**config.mk**
```make
export PLATFORM = sky130hd
export DESIGN_NAME = fetch_stage
export DESIGN_NICKNAME = d
export VERILOG_FILES = /design/src/rtl/fetch_stage.sv
export SDC_FILE = /design/constraint.sdc
export NUM_CORES = 1
export LEC_CHECK = 0
export CAP_MARGIN = 20
export CORE_MARGIN = 4
export CORE_UTILIZATION = 40
export DETAILED_ROUTE_END_ITERATION = 16
export PLACE_DENSITY = 0.65
export SLEW_MARGIN = 15
export SYNTH_ARGS = -nofsm -noshare
export SYNTH_HDL_FRONTEND = slang
export SYNTH_SLANG_ARGS = --single-unit
```
**constraint.sdc**
```tcl
create_clock -name clk -period 9.8 [get_ports clk]
set_clock_uncertainty 0.15 [all_clocks]
set_input_delay 0.98 -clock clk [delete_from_list [all_inputs] [get_ports clk]]
set_output_delay 0.98 -clock clk [all_outputs]
set_load 0.005 [all_outputs]
```
**src/rtl/fetch_stage.sv**
```systemverilog
// fetch_stage: PC generation and instruction fetch for the 2-stage RV32 core.
// Holds the fetch PC and the EX-stage PC/valid flag and counts retired
// instructions. Branches and jumps are resolved in EX. On a taken branch or
// jump, the slot fetched in parallel is squashed, which costs one bubble.
module fetch_stage #(
  parameter logic [31:0] RESET_PC  = 32'h0000_0000,
  parameter int unsigned ADDR_W    = 12,
  parameter logic [31:0] NOP_INSTR = 32'h0000_0013
) (
  input  logic              clk,
  input  logic              rst_n,
  input  logic              stall,
  input  logic [31:0]       inst_rdata,
  input  logic [1:0]        pcsrc,
  input  logic [1:0]        btype,
  input  logic [31:0]       alu_r,
  input  logic [31:0]       rs1_data,
  output logic [ADDR_W-1:0] inst_addr,
  output logic              inst_en,
  output logic [31:0]       instr_ex,
  output logic [31:0]       pc_ex,
  output logic [31:0]       pc4_ex,
  output logic              valid_ex,
  output logic              redirect,
  output logic [31:0]       instret
);

  typedef enum logic [1:0] {
    PC_SEQ  = 2'd0,
    PC_BR   = 2'd1,
    PC_JAL  = 2'd2,
    PC_JALR = 2'd3
  } pcsrc_e;

  typedef enum logic [1:0] {
    BR_EQZ   = 2'd0,
    BR_ONE   = 2'd1,
    BR_NEZ   = 2'd2,
    BR_NEVER = 2'd3
  } btype_e;

  logic [31:0] r_pc_f;
  logic [31:0] r_pc_ex;
  logic        r_valid_ex;
  logic [31:0] r_instret;

  logic [31:0] w_instr;
  logic [31:0] w_imm_b;
  logic [31:0] w_imm_j;
  logic [31:0] w_imm_i;
  logic        w_cond;
  logic        w_taken;
  logic [31:0] w_target;

  assign w_instr   = r_valid_ex ? inst_rdata : NOP_INSTR;
  assign inst_addr = r_pc_f[ADDR_W+1:2];
  assign inst_en   = ~stall;
  assign instr_ex  = w_instr;
  assign pc_ex     = r_pc_ex;
  assign pc4_ex    = r_pc_ex + 32'd4;
  assign valid_ex  = r_valid_ex;
  assign redirect  = w_taken;
  assign instret   = r_instret;

  // Decode immediates and resolve whether/where the EX instruction redirects fetch
  always_comb begin
    w_imm_b  = {{19{w_instr[31]}}, w_instr[31], w_instr[7], w_instr[30:25],
                w_instr[11:8], 1'b0};
    w_imm_j  = {{11{w_instr[31]}}, w_instr[31], w_instr[19:12], w_instr[20],
                w_instr[30:21], 1'b0};
    w_imm_i  = {{20{w_instr[31]}}, w_instr[31:20]};
    w_cond   = 1'b0;
    w_target = r_pc_ex;
    unique case (btype_e'(btype))
      BR_EQZ:   w_cond = (alu_r == '0);
      BR_ONE:   w_cond = (alu_r == 32'd1);
      BR_NEZ:   w_cond = (alu_r != '0);
      BR_NEVER: w_cond = 1'b0;
      default:  w_cond = 1'b0;
    endcase
    unique case (pcsrc_e'(pcsrc))
      PC_BR:   w_target = r_pc_ex + w_imm_b;
      PC_JAL:  w_target = r_pc_ex + w_imm_j;
      PC_JALR: w_target = rs1_data + w_imm_i;
      default: w_target = r_pc_ex;
    endcase
    w_target[1:0] = 2'b00;
    w_taken = r_valid_ex & (((pcsrc_e'(pcsrc) == PC_BR) & w_cond) |
                            (pcsrc_e'(pcsrc) == PC_JAL) |
                            (pcsrc_e'(pcsrc) == PC_JALR));
  end

  // Advance fetch PC, EX slot and retire counter unless stalled
  always_ff @(posedge clk or negedge rst_n) begin
    if (!rst_n) begin
      r_pc_f     <= RESET_PC;
      r_pc_ex    <= '0;
      r_valid_ex <= 1'b0;
      r_instret  <= '0;
    end else if (!stall) begin
      r_pc_f     <= w_taken ? w_target : r_pc_f + 32'd4;
      r_pc_ex    <= r_pc_f;
      r_valid_ex <= ~w_taken;
      r_instret  <= r_instret + {31'd0, r_valid_ex};
    end
  end

endmodule

```
; ---- Word-level counts from Yosys, hierarchy flattened
; Cells that the tools add are included.
[op_classes]
n_addsub = 6
eq_ne = 7
n_mux = 4
bitwise_logic = 6
reduce_logical = 3
[op_table]
columns = op, count
row1 = adder 32 bit, 3
row2 = case mux 32 bit (3 select lines), 1
row3 = "adder 32 x 3 -> 32 bit, second input constant", 2
row4 = 2-to-1 mux 32 bit, 2
row5 = adder 32 x 1 -> 32 bit, 1
row6 = "equality test 32 x 1 -> 1 bit, second input constant", 1
row7 = logical NOT 32 bit, 1
row8 = nonzero test 32 bit, 1
row9 = "equality test 2 bit, second input constant", 4
row10 = "equality test 2 x 1 -> 1 bit, second input constant", 2
row11 = case mux 1 bit (4 select lines), 1
row12 = bitwise AND 1 bit, 2
row13 = logical NOT 2 bit, 1
row14 = inverter 1 bit, 2
row15 = OR 1 bit, 2
[word_totals]
reg_bits = 97
inputBits = 103
out_inout_bits = 143

; ---- Logic depth before layout (Yosys ltp)
[logic_depth]
depth_word = 7
mapped_depth = 19
mapped_depth_nobuf = 16

; ---- Least setup slack after synthesis
; OpenSTA, ideal clock, no wires.
[synth_timing]
path_kind = input-to-reg
start = input inst_rdata[31]
end = register r_pc_f[25]
arrival_ns = 4.205
setup_slack_ns = 5.363
path_stages = 18
path_buffers = 4
cell_sequence = nand2_1 > inv_2 > buf_2 > buf_2 > buf_2 > nand2b_1 > clkbuf_1 > nand2_1 > ha_1 > a21o_1 > a21o_1 > maj3_1 > a211o_1 > o22ai_1 > mux2i_1 > xnor2_1 > nand2_1 > a31oi_1
[synth_between]
elab_chain_len = 4
[synth_lines]
columns = element, line
row1 = start: declaration, 13  ; input logic [31:0] inst_rdata,
row2 = 2-to-1 mux 32 bit *, 55  ; assign w_instr = r_valid_ex ? inst_rdata : NOP_INSTR;
row3 = adder 32 bit (on tied branches), "84, 82, 83"
row4 = case mux 32 bit (3 select lines) *, 81  ; unique case (pcsrc_e'(pcsrc))
row5 = 2-to-1 mux 32 bit *, 101  ; r_pc_f <= w_taken ? w_target : r_pc_f + 32'd4;
row6 = end signal: assignment, 101
row7 = end: declaration, 42  ; logic [31:0] r_pc_f;
; Mark *: on every way between the ends. The rest lies on a longest branch, timed or not.
; A chain may end at the register's enable or synchronous reset.

; ---- Final worst setup path
[layout_timing]
start = input alu_r[1]
end = output redirect
[layout_between]
elab_chain_len = 6
[layout_lines]
columns = element, line
row1 = start: declaration, 16  ; input logic [31:0] alu_r,
row2 = "equality test 32 x 1 -> 1 bit, or another cell as far along", 76  ; BR_ONE: w_cond = (alu_r == 32'd1);
row3 = case mux 1 bit (4 select lines) *, 74  ; unique case (btype_e'(btype))
row4 = bitwise AND 1 bit *, 88  ; w_taken = r_valid_ex & (((pcsrc_e'(pcsrc) == PC_BR) & w_cond) |
row5 = OR 1 bit *, 88
row6 = OR 1 bit *, 89  ; (pcsrc_e'(pcsrc) == PC_JAL) |
row7 = bitwise AND 1 bit *, 88
row8 = end: declaration, 24  ; output logic redirect,
; Marks and branches as above.

==> impl_metrics.json <==
{
  "crit_path_end_kind": "primary output",
  "synth_xor_area_share_pct": 12.3,
  "nNetsFinal": 1577,
  "grt_pass1_wl_microns": 55700,
  "cpMaxStageDelayCell": "clkdlybuf4s50_1",
  "grt_pass1_vias": 9629,
  "dieHeight_microns": 166,
  "setup_viol": 0,
  "core_area_sq_um": 24500,
  "initial_core_util_pct": 40.9,
  "power_uw": 2590,
  "synth_cells": 1287,
  "cp_data_arrival_time_ns": 3.82,
  "drive_above_1_share_pct": 7.39,
  "worst_slew_pin_slew_ns": 0.870,
  "cts_buffers": 9,
  "cts_resized": 0,
  "clock_latency_ns": 0.35,
  "drt_iter0_drc": 1017,
  "cts.sinks": 93,
  "ys_ff_latch": 93,
  "vias": 10300,
  "postRouteAntennaNets": 0,
  "drt-total-wl_microns": 35400,
  "yosysTopAreaCell": "dfrtp_1",
  "worstPathRequired_ns": 8.67,
  "die-width_microns": 166,
  "final_cell_mix": "clkdlybuf4s50_1 (239), nand2_1 (159), xnor2_1 (103)",
  "cts_buffer_depth": 2,
  "root_buffer": "clkbuf_16",
  "num_rows": 57,
  "path_class": "in -> out",
  "syn-cell-area_sq_um": 10000,
  "antenna_found_initial": 0,
  "max_stage_delay_ns": 0.62,
  "ys_async_sr_fraction_pct": 100,
  "synth_seq_area_share_pct": 23.2,
  "peakVddDrop_v": 0.000102,
  "powerDensity_nw_per_um2": 204,
  "p_leak_uw": 0.00489,
  "fin_crit_sh_pct": 50.5,
  "n_antenna_cell": 0,
  "synth_cell_types": 99,
  "finalCriticalPeriod_ns": 4.95,
  "rsz0062_at_grt": "no",
  "hold_violations": 0,
  "synth.avg_cell_area_sq_um": 7.78,
  "synth_top_family_by_area": "simple AND/OR/NAND/NOR gates",
  "viasPerCell": 5.82,
  "synth-simple-area-share_pct": 25.6,
  "first_pass_iters": 5,
  "grt-ovfl-total": 0,
  "max_clock_freq_mhz": 202,
  "synthAdderAreaFrac_pct": 4.65,
  "io_pins": 246,
  "hold_path_class": "reg -> reg",
  "worstPathMaxFanout": 42,
  "drc": 0,
  "dp_hpwl_microns": 27200,
  "post_cts_buffers": 0,
  "areaGrowthSynthToFinish_pct": 26.6,
  "cts_tree": "done",
  "drv_slew": 0,
  "finalSetupTns_ns": 0,
  "cts_hold_buf": 0,
  "synthMuxAreaShare_pct": 5.68,
  "status": "finished, final reports clean",
  "synth.top_cell.area_share_pct": 23.2,
  "clk_pin_slew_ns": 0.07,
  "drv_cap": 0,
  "grt_max_degree": 74,
  "mostFrequentLayoutCell": "clkdlybuf4s50_1",
  "die-area_sq_um": 27600,
  "critical_path.startpoint_type": "input port",
  "fillers": 2366,
  "synth_area_leaders": "dfrtp_1 (23%), xnor2_1 (9.0%), nand2_1 (6.0%)",
  "cts-htree-levels": 3,
  "gp_congestion": 0.924,
  "ys_warn_count": 0,
  "ys.flop_type": "dfrtp_1",
  "grt_util_all_layers_pct": 24.5,
  "routedWlPerCell_microns": 20.0,
  "slew_headroom_pct": 41.4,
  "io_buffers": 241,
  "crit_chain": "clkdlybuf4s50_1, nor4_1, nand4_1, nor2_1, mux2i_1, o41ai_4, buf_4, inv_2, clkdlybuf4s50_1",
  "synth_compound_area_share_pct": 21.8,
  "cpMostUsedCell": "clkdlybuf4s50_1",
  "synth_edf_count": 0
}
==> sequential cells by signal (all words and copies together) (netlist names) <==
| signal | count |
|---|---|
| instret | 32 |
| pc_ex | 30 |
| valid_ex | 1 |
| r_pc_f | 30 |
==> cell type report <==
class	instances	area (sq um)	area share, %
Sequential cell	93	2330	18.4
Multi-Input combinational cell	1055	7040	55.6
Clock buffer	9	225	1.78
Timing Repair Buffer	250	2470	19.5
Tap cell	324	405	3.20
Clock inverter	6	70.1	0.553
Inverter	35	131	1.04
==> final timing paths <==
check                            startpoint           to  slack (ns)  cells after the start
worst max-delay path               alu_r[1]     redirect        4.85                      9
worst min-delay path            instret[31]  instret[31]        0.32                      1
worst max register to register     valid_ex   r_pc_f[27]        5.59                     15
min in group asynchronous             rst_n  instret[28]        0.44                      1
max in group asynchronous             rst_n   r_pc_f[22]        7.91                      2
worst min register to register  instret[31]  instret[31]        0.32                      1
==> power by group <==
| part | switching, uW | total [uW] | internal (uW) |
|---|---|---|---|
| logic | 681 | 1420 | 740 |
| registers | 314 | 812 | 498 |
| clock network | 157 | 356 | 198 |
==> routing by layer <==
metal	GRT usage, %	part of all wire [%]	vias up	routed length [microns]
li1	-	-	4955	-
met1	37.2	47	4870	16600
met2	38.0	45	454	15900
met3	2.74	7.1	27	2520
met4	4.52	1.3	0	454
met5	0	0	-	0
==> cell usage after synthesis, types with 27 or more instances <==
master	count
and2_1	27
o21ai_0	49
xnor2_1	103
xor2_1	35
clkbuf_1	52
buf_2	27
nor2_1	97
nand3_1	57
nor3_1	33
dfrtp_1	93
a21oi_1	75
ha_1	29
nand2_1	159
mux2_2	35
inv_1	29
==> per-stage QoR <==
stage	cells	util [%]	hold slack (ns)	instance area, sq um	setup WS (ns)
after floorplan	1290	-	0.315	10000	5.36
after global placement	1757	50.6	0.308	12400	4.62
after detailed placement	1757	50.6	0.314	12400	4.59
after CTS	1772	51.8	0.323	12700	4.85
after global routing	1772	51.8	0.340	12700	4.59
final	1772	51.8	0.321	12700	4.85
==> worst max-delay path, delay by kind of cell <==
kind | cells | cell delay [ns]
muxes | 1 | 0.31
buffers and inverters | 4 | 1.74
and+or+nand+nor | 3 | 0.63
AOI/OAI and AO/OA | 1 | 0.11
==> logic make-up after synthesis <==
group,Yosys count
simple gates,509
compound gates,312
buf+inv,142
xor+xnor,139
flops,93
mux,52
fa+ha+maj,38
other cells,2
Note: power is estimated with default switching activity, not from simulation.
